==> config.mk <==
export PLATFORM = sky130hd
export DESIGN_NAME = cla_sub_pipe_32
export DESIGN_NICKNAME = d
export VERILOG_FILES = /design/src/rtl/cla_sub_pipe_32_pkg.sv /design/src/rtl/cla_sub_pipe_32_cla_sub_16.sv /design/src/rtl/cla_sub_pipe_32.sv
export SDC_FILE = /design/constraint.sdc
export NUM_CORES = 1
export LEC_CHECK = 0
export CAP_MARGIN = 20
export CORE_ASPECT_RATIO = 0.8
export CORE_MARGIN = 4
export CORE_UTILIZATION = 45
export CTS_CLUSTER_DIAMETER = 40
export DETAILED_ROUTE_END_ITERATION = 10
export PLACE_DENSITY = 0.73
export SLEW_MARGIN = 30
export SYNTH_ARGS = -nofsm -noshare
export SYNTH_HDL_FRONTEND = slang
export SYNTH_SLANG_ARGS = --single-unit
==> constraint.sdc <==
create_clock -name CLK -period 6.6 [get_ports CLK]
set_input_delay 1.98 -clock CLK [delete_from_list [all_inputs] [get_ports CLK]]
set_output_delay 1.98 -clock CLK [all_outputs]
set_load 0.02 [all_outputs]
==> src/rtl/cla_sub_pipe_32_pkg.sv <==
// Shared widths, flag indices and saturation limits for cla_sub_pipe_32.
// Also holds the Kogge-Stone prefix step used by the 16-bit CLA slice.
package cla_sub_pipe_32_pkg;

    localparam int N_16 = 16;
    localparam int N_32 = 2 * N_16;

    localparam int FLAG_N = 2;
    localparam int FLAG_Z = 1;
    localparam int FLAG_V = 0;

    localparam logic [N_32-1:0] SAT_MAX = 32'h7FFF_FFFF;
    localparam logic [N_32-1:0] SAT_MIN = 32'h8000_0000;

    // Stage-1 to stage-2 bundle: low result, its carry, high operands.
    typedef struct packed {
        logic [N_16-1:0] dlo;
        logic            clo;
        logic [N_16-1:0] ahi;
        logic [N_16-1:0] bhi;
    } s1_t;

    // One prefix level: combine each (g,p) with the pair d bits below.
    function automatic logic [2*N_16-1:0] ks_step(
        input logic [N_16-1:0] g,
        input logic [N_16-1:0] p,
        input int              d
    );
        logic [N_16-1:0] gn;
        logic [N_16-1:0] pn;
        gn = g;
        pn = p;
        for (int i = 0; i < N_16; i++) begin
            if (i >= d) begin
                gn[i] = g[i] | (p[i] & g[i-d]);
                pn[i] = p[i] & p[i-d];
            end
        end
        return {gn, pn};
    endfunction

endpackage

==> src/rtl/cla_sub_pipe_32_cla_sub_16.sv <==
// 16-bit parallel-prefix adder computing x + ~y + cin.
// Four Kogge-Stone levels produce every carry from the group terms.
module cla_sub_16
    import cla_sub_pipe_32_pkg::*;
(
    input  logic [N_16-1:0] x,
    input  logic [N_16-1:0] y,
    input  logic            cin,
    output logic [N_16-1:0] sum,
    output logic            cout
);

    logic [N_16-1:0] g0, p0;
    logic [N_16-1:0] g1, p1;
    logic [N_16-1:0] g2, p2;
    logic [N_16-1:0] g3, p3;
    logic [N_16-1:0] g4, p4;
    logic [N_16:0]   c;

    assign g0 = x & ~y;
    assign p0 = x ^ ~y;

    assign {g1, p1} = ks_step(g0, p0, 1);
    assign {g2, p2} = ks_step(g1, p1, 2);
    assign {g3, p3} = ks_step(g2, p2, 4);
    assign {g4, p4} = ks_step(g3, p3, 8);

    // Carry into bit i+1 is the group generate over [i:0] plus cin.
    assign c    = {g4 | (p4 & {N_16{cin}}), cin};
    assign sum  = p0 ^ c[N_16-1:0];
    assign cout = c[N_16];

endmodule

==> src/rtl/cla_sub_pipe_32.sv <==
// Two-stage 32-bit subtractor D = A - B - BIN with valid/ready flow control.
// Optional macro CLA_SUB_SAT_EN enables signed saturation on overflow.
module cla_sub_pipe_32
    import cla_sub_pipe_32_pkg::*;
(
    input  logic            CLK,
    input  logic            RST,
    input  logic            IN_VALID,
    output logic            IN_READY,
    input  logic [N_32-1:0] OPA,
    input  logic [N_32-1:0] OPB,
    input  logic            BIN,
    output logic            OUT_VALID,
    input  logic            OUT_READY,
    output logic [N_32-1:0] DIFF,
    output logic            BOUT,
    output logic [2:0]      FLAGS
);

    logic            s1_valid;
    s1_t             s1_q;
    s1_t             s1_d;
    logic            s1_ready;
    logic            s2_ready;
    logic            accept;

    logic [N_16-1:0] lo_sum;
    logic            lo_cout;
    logic [N_16-1:0] hi_sum;
    logic            hi_cout;

    logic [N_32-1:0] raw;
    logic [N_32-1:0] res;
    logic            ovf;
    logic [2:0]      flags_d;

    logic            out_valid_q;
    logic [N_32-1:0] diff_q;
    logic            bout_q;
    logic [2:0]      flags_q;

    assign s2_ready = ~out_valid_q | OUT_READY;
    assign s1_ready = ~s1_valid | s2_ready;
    assign accept   = IN_VALID & s1_ready;
    assign IN_READY = s1_ready;

    cla_sub_16 u_lo (
        .x    (OPA[N_16-1:0]),
        .y    (OPB[N_16-1:0]),
        .cin  (~BIN),
        .sum  (lo_sum),
        .cout (lo_cout)
    );

    assign s1_d.dlo = lo_sum;
    assign s1_d.clo = lo_cout;
    assign s1_d.ahi = OPA[N_32-1:N_16];
    assign s1_d.bhi = OPB[N_32-1:N_16];

    // Stage 1: capture low result and high operands on accept.
    always_ff @(posedge CLK or posedge RST) begin
        if (RST) begin
            s1_valid <= 1'b0;
            s1_q     <= '0;
        end else if (s1_ready) begin
            s1_valid <= IN_VALID;
            if (accept) begin
                s1_q <= s1_d;
            end
        end
    end

    cla_sub_16 u_hi (
        .x    (s1_q.ahi),
        .y    (s1_q.bhi),
        .cin  (s1_q.clo),
        .sum  (hi_sum),
        .cout (hi_cout)
    );

    assign raw = {hi_sum, s1_q.dlo};
    assign ovf = (s1_q.ahi[N_16-1] ^ s1_q.bhi[N_16-1])
               & (raw[N_32-1] ^ s1_q.ahi[N_16-1]);

`ifdef CLA_SUB_SAT_EN
    // Clamp to the signed limit on the minuend's side when overflowing.
    always_comb begin
        res = raw;
        if (ovf) begin
            res = s1_q.ahi[N_16-1] ? SAT_MIN : SAT_MAX;
        end
    end
`else
    assign res = raw;
`endif

    // Flags are derived from the value actually presented on DIFF.
    always_comb begin
        flags_d         = '0;
        flags_d[FLAG_N] = res[N_32-1];
        flags_d[FLAG_Z] = (res == '0);
        flags_d[FLAG_V] = ovf;
    end

    // Stage 2: output register, held while the consumer stalls.
    always_ff @(posedge CLK or posedge RST) begin
        if (RST) begin
            out_valid_q <= 1'b0;
            diff_q      <= '0;
            bout_q      <= 1'b0;
            flags_q     <= '0;
        end else if (s2_ready) begin
            out_valid_q <= s1_valid;
            if (s1_valid) begin
                diff_q  <= res;
                bout_q  <= ~hi_cout;
                flags_q <= flags_d;
            end
        end
    end

    assign OUT_VALID = out_valid_q;
    assign DIFF      = diff_q;
    assign BOUT      = bout_q;
    assign FLAGS     = flags_q;

endmodule

==> run summary, run 1 <==
Share of layout cells above drive strength 1 -> 14.7%
Fill cells -> 829
Worst hold path class -> reg2reg
Pwr/cell area -> 325 nW/um^2
PnR worst setup slack -> 1360 ps
Final WL -> 10.5 mm
Clk buf depth -> 2
Vias in the first global route -> 3548
Critical path arrival -> 3260 ps
CP startpoint kind -> input port
First-pass GRT wire length -> 16.9 mm
Global placer's final weighted congestion -> 0.847
Post-synth ARST share -> 100%
Initial antenna violation count -> 0
Slowest-stage cell, CP -> clkdlybuf4s50_1
Antenna Cells -> 0
CP endpoint kind -> output port
RSZ-0062 raised after global routing -> false
Core Util, Final -> 62.3%
Worst-path clk slew -> 60 ps
Synth Net Count -> 544
Starting density of the core -> 47.3%
Clock buffer count from CTS -> 9
Cell taking the most area after synthesis -> dfrtp_1
EDFF count, synth -> 0
Main area contributors after synthesis -> dfrtp_1 46%, mux2_2 12%, ha_1 8.6%, nand2_1 3.6%, inv_1 3.3%
CTS sink cnt -> 86
Die Height -> 99.0 um
Pwr Total -> 2.00 mW
IO buf count -> 106
Relative slew slack -> 55.9%
Synth Register Bits -> 86
Register area share after synthesis -> 46.2%
Final slew viol count -> 0
Hold buffers post-CTS -> 0
Status -> completed
CTS tree -> done
Final period util -> 79.4%
Critical-path cell list -> clkdlybuf4s50_1 -> nand3b_1 -> clkdlybuf4s50_1
Die extent in x -> 122 um
Synthesized area -> 4660 um^2
Clk root buf -> clkbuf_16
Worst slew pin tran -> 661 ps
Setup TNS -> 0 ps
# Max-Cap Violations -> 0
Distinct cells, synth -> 53
Crit path max-delay family -> buffers and inverters
DR DRC count -> 0
Row cnt -> 32
Final setup viols -> 0
Worst skew pair latency -> 340 ps
Final Hold Fails -> 0
Period minus WS final -> 5240 ps
Most used cell, CP -> clkdlybuf4s50_1
Synth Flop Type -> dfrtp_1
Post-CTS resize count -> 0
Via density -> 5.18
Bufs and invs on worst path -> 2
P&R area growth vs syn -> 31.8%
Yosys warns -> 0
Clk_skew -> 6.21 ps
Largest net degree at the start of global routing -> 53
Routed WL per cell -> 15.2 um
DIE AREA -> 12000 um^2
Synth Area per Inst -> 10.6 um^2
Nets -> 650
Post-CTS Setup Inserts -> 0
LEAKAGE -> 2.78 nW
Pre-Repair DR Iteration Count -> 4
Dpl hpwl -> 8.20 mm
Total gr overflow -> 0
Crit Path Class -> in2out
WP data required -> 4620 ps
F_max -> 0.191 GHz
Post-Syn Instances -> 441
Core Region -> 9850 um^2
Remaining antenna violation count -> 0
Vias -> 3561
DRT iter0 DRCs -> 130
DP Worst Slack -> 1360 ps
Max incr delay on CP -> 640 ps
Top-area cell type share of the netlist area -> 46.2%
Total track usage -> 17.8%
H-tree levels -> 3
Top Ports -> 107
Critical path peak fanout -> 4
Max VDD drop -> 0.000130 V
-- path summary, 6_finish.rpt --
kind	cells past startpoint	from	end	slack, ps
setup / recovery	3	OUT_READY	IN_READY	1360
hold / removal	1	BOUT	BOUT	480
setup reg to reg	9	s1_q[16]	FLAGS[1]	3830
hold reg to reg	1	BOUT	BOUT	480
max in group asynchronous	3	RST	DIFF[29]	3530
min in group asynchronous	2	RST	DIFF[15]	2050
-- power breakdown --
part | switching, mW | total (mW) | leakage (nW) | internal [mW]
sequential | 0.0880 | 0.746 | 1.03 | 0.659
combinational | 0.397 | 0.779 | 1.62 | 0.382
clock | 0.214 | 0.470 | 0.136 | 0.256
-- final cells by class --
| cell class | instances | area [um^2] | area share, % |
|---|---|---|---|
| clock buffers | 9 | 225 | 3.67 |
| clock inverters | 7 | 48.8 | 0.795 |
| inverters | 42 | 159 | 2.59 |
| multi-input cells | 300 | 2300 | 37.5 |
| flip-flops and latches | 86 | 2150 | 35.1 |
| well taps | 136 | 170 | 2.77 |
| repair buffers | 108 | 1080 | 17.5 |
-- cell usage after synthesis (all sizes together) (2+ instances only) --
cell     instances
dfrtp           86
mux2            50
nand2           45
inv             42
ha              32
o21ai           30
nor2            17
o31ai           13
clkbuf          11
a21oi           10
nor3            10
xor2            10
nand2b           9
a211oi           7
nand3            7
a21o             6
o21a             6
and3             5
xnor2            5
nor2b            4
nor4             4
or2              3
buf              2
fa               2
nand4            2
nor3b            2
o2111ai          2
o211a            2
-- through the flow --
stage	std cells	hold WS (ps)	area (um^2)
floorplan	441	457	4660
global placement	672	460	5860
detailed placement	672	472	5860
CTS	688	486	6130
global route	688	511	6130
finish	688	485	6130
-- cell usage in the layout, fill, tap and decap left out, types with 9 or more instances in the layout --
cell               n
o21ai_1           18
o31ai_1           13
o21ai_0           10
ha_1              32
inv_1             40
dfrtp_1           86
mux2_2            48
a21oi_1            9
nand2_1           43
xor2_1            10
nor3_1            10
nor2_1            16
clkdlybuf4s50_1  106
clkbuf_16          9
nand2b_1           9
-- state kept, by name (all words and copies together), names as in the netlist --
register / flops
FLAGS: 2
s1_valid: 1
DIFF: 32
OUT_VALID: 1
raw: 16
BOUT: 1
s1_q: 33
-- logic make-up after synthesis --
group | Yosys count | share of synthesized area, %
multiplexers | 51 | 12.3
flip-flops | 86 | 46.2
AO/OA/AOI/OAI | 88 | 13.1
XOR/XNOR | 15 | 2.82
buffers and inverters | 55 | 4.51
AND/OR/NAND/NOR | 112 | 11.5
adder cells (fa/ha/maj) | 34 | 9.46
-- per-layer routing --
layer | global-route usage, % | wire length, um
met5 | 0 | 0
met4 | 4.82 | 121
met3 | 5.39 | 572
met2 | 26.4 | 4640
met1 | 25.5 | 5110
No activity file was read; power rests on OpenSTA's default activity.
==> run 2: changes to the inputs <==
--- a/config.mk
+++ b/config.mk
@@ -11,7 +11,7 @@
 export CORE_UTILIZATION = 45
 export CTS_CLUSTER_DIAMETER = 40
 export DETAILED_ROUTE_END_ITERATION = 10
-export PLACE_DENSITY = 0.73
+export PLACE_DENSITY = 0.76
 export SLEW_MARGIN = 30
 export SYNTH_ARGS = -nofsm -noshare
 export SYNTH_HDL_FRONTEND = slang
==> constraint.sdc (replaced) <==
create_clock -name CLK -period 4.7 [get_ports CLK]
set_input_delay 1.41 -clock CLK [delete_from_list [all_inputs] [get_ports CLK]]
set_output_delay 1.41 -clock CLK [all_outputs]
set_load 0.02 [all_outputs]
==> run 2 against run 1 <==
Compared with the run above:
- via count rose by 0.81%
- critical path depth did not move
- setup slack got worse by 810 ps
- register-to-register slack got worse by 2000 ps
- die area did not move
- sequential share of layout area fell by 0.19 points
- sequential power rose by 39%
- final cell count rose by 0.44%
- flip-flop and latch count did not move
- clock power rose by 42%
- largest cell class unchanged
- highest routed layer unchanged
==> run summary, run 2 (synthesis gave the netlist of run 1 again) <==
Clk root buf -> clkbuf_16
Pre-Repair DR Iteration Count -> 4 (unchanged)
RSZ-0062 raised after global routing -> false
Routed WL per cell -> 15.2 um (about the same)
Clk_skew -> 9.02 ps (+2.82 ps)
CP Launch Point -> OUT_READY
Clock buffer count from CTS -> 9 (unchanged)
Final Hold Fails -> 0 (unchanged)
CP startpoint kind -> input port
Crit path max-delay family -> buffers and inverters
Final setup viols -> 0 (unchanged)
Bufs and invs on worst path -> 2 (unchanged)
Top reg by flops -> s1_q
First-pass GRT wire length -> 17.1 mm (+1.3%)
Largest net degree at the start of global routing -> 57 (+7.5%)
IO buf count -> 106 (unchanged)
Total gr overflow -> 0 (unchanged)
Worst slew pin tran -> 694 ps (+33.2 ps)
Worst Reg-to-Reg Cells -> 8 (-1)
Fill cells -> 849 (+2.4%)
Remaining antenna violation count -> 0 (unchanged)
Most used cell, CP -> clkdlybuf4s50_1
DRT iter0 DRCs -> 245 (+88%)
WP data required -> 3290 ps (-1330 ps)
Status -> completed
Dpl hpwl -> 8.24 mm (+0.53%)
R2R setup slack -> 1800 ps (-2030 ps)
Crit path capture -> IN_READY
Critical path arrival -> 2740 ps (-520 ps)
Critical path peak fanout -> 4 (unchanged)
Global placer's final weighted congestion -> 0.866 (+2.2%)
Via density -> 5.20 (+0.38%)
Final slew viol count -> 0 (unchanged)
H-tree levels -> 3 (unchanged)
Row cnt -> 32 (unchanged)
Worst skew pair latency -> 330 ps (about the same)
Setup TNS -> 0 ps (unchanged)
Final period util -> 88.3%
Core Region -> 9850 um^2 (unchanged)
Max VDD drop -> 0.000230 V (+77%)
RR Endpoint -> FLAGS[1]
Vias -> 3590 (+0.81%)
Max incr delay on CP -> 650 ps (about the same)
Most frequent cells in the layout -> 106 x clkdlybuf4s50_1, 86 x dfrtp_1, 48 x mux2_2
Hold buffers post-CTS -> 0 (unchanged)
Vias in the first global route -> 3477 (-2.0%)
CP endpoint kind -> output port
Nets -> 653 (+0.46%)
DR DRC count -> 0 (unchanged)
Slowest-stage cell, CP -> clkdlybuf4s50_1
CTS tree -> done
Relative slew slack -> 53.7% (-2.2 points)
DIE AREA -> 12000 um^2 (unchanged)
Pwr/cell area -> 454 nW/um^2 (+40%)
Die Height -> 99.0 um (unchanged)
Initial antenna violation count -> 0 (unchanged)
Crit Path Class -> in2out
Top Ports -> 107 (unchanged)
Worst-path clk slew -> 60 ps (about the same)
Pwr Total -> 2.80 mW (+40%)
Clk buf depth -> 2 (unchanged)
# Max-Cap Violations -> 0 (unchanged)
CTS sink cnt -> 86 (unchanged)
Max reg flops -> 33 (unchanged)
Hold slack -> 482 ps (-2.48 ps)
Commonest non-fill, non-tap cell in the layout -> clkdlybuf4s50_1
Critical-path cell list -> clkdlybuf4s50_1 -> nand3b_1 -> clkdlybuf4s50_1
Antenna Cells -> 0 (unchanged)
Period minus WS final -> 4150 ps
Worst hold path class -> reg2reg
Post-CTS resize count -> 0 (unchanged)
Final WL -> 10.5 mm (+0.42%)
Post-CTS Setup Inserts -> 0 (unchanged)
Starting density of the core -> 47.3% (unchanged)
Reg2reg start -> s1_q[0]
Share of layout cells above drive strength 1 -> 15.1% (+0.46 points)
Crit path depth -> 3 (unchanged)
Total track usage -> 17.9% (+0.055 points)
Die extent in x -> 122 um (unchanged)
F_max -> 0.241 GHz
LEAKAGE -> 2.80 nW (+0.63%)
P&R area growth vs syn -> 32.5%
## run 2: power breakdown
group | total, mW | internal (mW) | switching (mW)
Clock | 0.666 | 0.375 | 0.290
Combinational | 1.10 | 0.539 | 0.557
Sequential | 1.04 | 0.925 | 0.116
Total | 2.80 | 1.84 | 0.964
## run 2: layout make-up
type                       count  area, um^2  area share, %
multi-input combinational    300        2300           37.4
tap                          136         170           2.76
inverter                      42         160           2.60
timing repair buffer         111        1100           17.8
clock buffer                  10         239           3.88
clock inverter                 6        43.8          0.710
sequential                    86        2150           34.9
## run 2: worst min-delay path by stage
stage	start	cells after the start	end	slack, ps
after floorplan	s1_valid	1	OUT_VALID	460
after global placement	BOUT	1	BOUT	460
after detailed placement	BOUT	1	BOUT	470
after CTS	BOUT	1	BOUT	480
after global routing	FLAGS[1]	2	FLAGS[1]	510
final	BOUT	1	BOUT	480
## run 2: metal layers
layer  GRT usage [%]  part of all wire (%)
met5               0                     0
met4            4.39                  0.76
met3            4.36                   6.1
met2            27.2                    46
met1            25.7                    47
## run 2: worst register-to-register path: cells and delay by family, from the launching register on
kind,cells,cell delay [ps]
and+or+nand+nor,5,1380
adders and majority gates,1,610
AOI/OAI and AO/OA,2,410
DFF,1,410
## run 2: per-stage QoR
step                      setup slack [ps]  instance area [um^2]  std cells  utilization, %
after floorplan                       1070                  4660        441               -
after global placement                 621                  5880        675            59.7
after detailed placement               553                  5880        675            59.7
after CTS                              537                  6170        691            62.6
after global routing                   496                  6170        691            62.6
final                                  552                  6170        691            62.6
==> run 3: changes to the inputs <==
--- a/config.mk
+++ b/config.mk
@@ -5,14 +5,16 @@
 export SDC_FILE = /design/constraint.sdc
 export NUM_CORES = 1
 export LEC_CHECK = 0
+export ABC_AREA = 1
 export CAP_MARGIN = 20
 export CORE_ASPECT_RATIO = 0.8
 export CORE_MARGIN = 4
 export CORE_UTILIZATION = 45
 export CTS_CLUSTER_DIAMETER = 40
 export DETAILED_ROUTE_END_ITERATION = 10
-export PLACE_DENSITY = 0.76
-export SLEW_MARGIN = 30
+export PLACE_DENSITY = 0.74
+export SETUP_SLACK_MARGIN = 0.4
+export SLEW_MARGIN = 15
 export SYNTH_ARGS = -nofsm -noshare
 export SYNTH_HDL_FRONTEND = slang
 export SYNTH_SLANG_ARGS = --single-unit
==> run 3 against run 2 <==
Compared with the run above:
- core utilization is 2.3 points lower
- global-route usage increased by 2.0 points
- clock skew rose by 4.9 ps
- hold slack barely moved
- via count up 33%
- power increased by 11%
- setup slack better by 100 ps
- combinational power up 22%
- clock power grew 5.1%
- die area rose by 10%
- flip-flop and latch count unchanged
- synthesized area increased by 11%
- critical endpoint unchanged
- largest cell class unchanged
- highest routed layer unchanged
==> run summary, run 3 <==
Critical path peak fanout -> 3 (-1)
Reg2reg start -> s1_q[3]
Clock buffer count from CTS -> 9 (unchanged)
Synthesized area -> 5170 um^2 (+11%)
Crit Path Class -> in2out
Worst slew pin tran -> 874 ps (+180 ps)
Final setup viols -> 0 (unchanged)
Most used cell, CP -> clkdlybuf4s50_1
CTS tree -> done
Pre-Repair DR Iteration Count -> 5 (+1)
Critical-path cell list -> clkdlybuf4s50_1 -> inv_1 -> nand3_1 -> clkdlybuf4s50_1
Die Height -> 104 um (+4.9%)
Critical path arrival -> 2640 ps (-100 ps)
Crit path max-delay family -> buffers and inverters
Top-area cell type share of the netlist area -> 41.6% (-4.6 points)
Starting density of the core -> 46.7% (-0.55 points)
Global placer's final weighted congestion -> 0.911 (+5.2%)
R2R setup slack -> 2630 ps (+830 ps)
Final period util -> 86.1% (-2.1 points)
Bufs and invs on worst path -> 3 (+1)
Crit path depth -> 4 (+1)
Placed insts -> 934 (+38%)
Period minus WS final -> 4050 ps (-101 ps)
Final slew viol count -> 0 (unchanged)
Layout Cells excl Fill -> 950 (+37%)
Commonest non-fill, non-tap cell in the layout -> nand2_1
Max incr delay on CP -> 620 ps (-30 ps)
Register area share after synthesis -> 41.6% (-4.6 points)
Synth top cells by count -> 222 x nand2_1, 91 x inv_1, 86 x dfrtp_1
Final WL -> 12.9 mm (+23%)
Row cnt -> 34 (+6.3%)
Core Region -> 11100 um^2 (+12%)
Cell taking the most area after synthesis -> dfrtp_1
Max VDD drop -> 0.000227 V (-1.2%)
Die extent in x -> 128 um (+5.0%)
# Max-Cap Violations -> 0 (unchanged)
Area of placed instances -> 6380 um^2 (+8.4%)
Design area -> 6670 um^2 (+8.2%)
Distinct cells, synth -> 37 (-30%)
CP startpoint kind -> input port
Hold Path Cell Cnt -> 2 (+1)
H-tree levels -> 3 (unchanged)
Routed WL per cell -> 13.6 um (-11%)
EDFF count, synth -> 0 (unchanged)
Worst-path clk slew -> 70 ps (about the same)
First-pass GRT wire length -> 21.7 mm (+26%)
Relative slew slack -> 41.7% (-12 points)
RSZ-0062 raised after global routing -> false
Post-Syn Instances -> 698 (+58%)
Share of layout cells above drive strength 1 -> 4.59% (-11 points)
Main area contributors after synthesis -> dfrtp_1 42%, nand2_1 16%, ha_1 7.7%, inv_1 6.6%, o21ai_0 6.6%
Count leader, synth -> nand2_1
Core Util, Final -> 60.3% (-2.3 points)
Setup TNS -> 0 ps (unchanged)
Dpl hpwl -> 10.3 mm (+25%)
Total track usage -> 19.8% (+2.0 points)
Yosys warns -> 0 (unchanged)
Clk root buf -> clkbuf_16
Antenna Cells -> 0 (unchanged)
Most frequent cells in the layout -> 222 x nand2_1, 106 x clkdlybuf4s50_1, 90 x inv_1
Synth Area per Inst -> 7.40 um^2 (-30%)
Final Hold Fails -> 0 (unchanged)
IO buf count -> 106 (unchanged)
DRT iter0 DRCs -> 257 (+4.9%)
Vias -> 4785 (+33%)
Worst skew pair latency -> 340 ps (about the same)
CP endpoint kind -> output port
DIE AREA -> 13300 um^2 (+10%)
Hold buffers post-CTS -> 0 (unchanged)
WP data required -> 3290 ps (about the same)
Worst hold path class -> reg2reg
Slowest-stage cell, CP -> clkdlybuf4s50_1
F_max -> 0.247 GHz (+2.5%)
Pwr/cell area -> 465 nW/um^2 (+2.2%)
Clk buf depth -> 2 (unchanged)
Clk_skew -> 13.9 ps (+4.91 ps)
Synth Register Bits -> 86 (unchanged)
Worst Reg-to-Reg Cells -> 13 (+5)
Hold slack -> 482 ps (-0.320 ps)
Synth Flop Type -> dfrtp_1
DR DRC count -> 0 (unchanged)
Post-synth ARST share -> 100% (unchanged)
Remaining antenna violation count -> 0 (unchanged)
Beginning of the worst hold path -> DIFF[22]
Max reg flops -> 33 (unchanged)
Nets -> 904 (+38%)
Vias in the first global route -> 4457 (+28%)
Post-CTS Setup Inserts -> 0 (unchanged)
Post-CTS resize count -> 0 (unchanged)
CTS sink cnt -> 86 (unchanged)
P&R area growth vs syn -> 29.1%
Synth Net Count -> 801 (+47%)
LEAKAGE -> 3.33 nW (+19%)
Via density -> 5.04 (-3.1%)
Initial antenna violation count -> 0 (unchanged)
Status -> completed
Total gr overflow -> 0 (unchanged)
RR Endpoint -> FLAGS[1]
Top reg by flops -> s1_q
Hold endpoint -> DIFF[22]
Top Ports -> 107 (unchanged)
Largest net degree at the start of global routing -> 55 (-3.5%)
## run 3: changes by cell type in the layout (fill, tap and decap cells not counted), sizes merged, moves of 13 or more
cell	delta
o21ai	+41
a21oi	+23
nor2	+36
o31ai	-13
inv	+51
mux2	-50
nand2	+180
nand3	+28
## run 3: report_power, final
part	internal (mW)	leakage [nW]	total, mW	switching [mW]
Combinational	0.558	2.14	1.34	0.780
Sequential	0.941	1.05	1.06	0.121
Clock	0.376	0.144	0.700	0.324
## run 3: cell families (layout without fill, tap and decap cells)
| family | after synthesis | after routing | share of synthesized area (%) |
|---|---|---|---|
| buf+inv | 110 | 218 | 8.23 |
| flops | 86 | 86 | 41.6 |
| simple gates | 337 | 337 | 27.2 |
| xor+xnor | 9 | 9 | 1.53 |
| compound gates | 122 | 122 | 12.8 |
| fa+ha+maj | 34 | 34 | 8.52 |
## run 3: how the worst max path moves through the flow
stage,endpoint,from
3_3_place_gp,IN_READY,OUT_READY
4_1_cts,IN_READY,OUT_READY
3_5_place_dp,IN_READY,OUT_READY
2_1_floorplan,BOUT,RST
5_1_grt,IN_READY,OUT_READY
6_report,IN_READY,OUT_READY
## run 3: per-layer routing
layer  up-vias  wire (um)  GRT usage, %  share of wire [%]
met2       131       5230          27.5                 41
met5         -          0             0                  0
met3        13        729          3.45                5.7
li1       2449          -             -                  -
met4         0        163          5.23                1.3
met1      2192       6770          31.6                 52
## run 3: through the flow
| step | setup slack [ps] | total power [mW] |
|---|---|---|
| after CTS | 658 | 3.12 |
| after global placement | 673 | 2.37 |
| after global routing | 635 | 3.32 |
| after detailed placement | 667 | 2.41 |
| after floorplan | 1070 | 1.87 |
| final | 652 | 3.10 |
## run 3: area by class of cell
class / instances / area [um^2]
clock inverter: 7 / 70.1
fill: 1017 / 4390
clock buffer: 9 / 225
multi-input combinational: 502 / 2590
sequential: 86 / 2150
tap: 144 / 180
inverter: 91 / 343
timing repair buffer: 111 / 1110
## run 3: worst reg2reg max path, delay by kind of cell (launching register included)
family,cells,cell delay [ps]
compound gates,1,260
fa+ha+maj,1,390
buf+inv,1,60
flops,1,330
simple gates,10,970
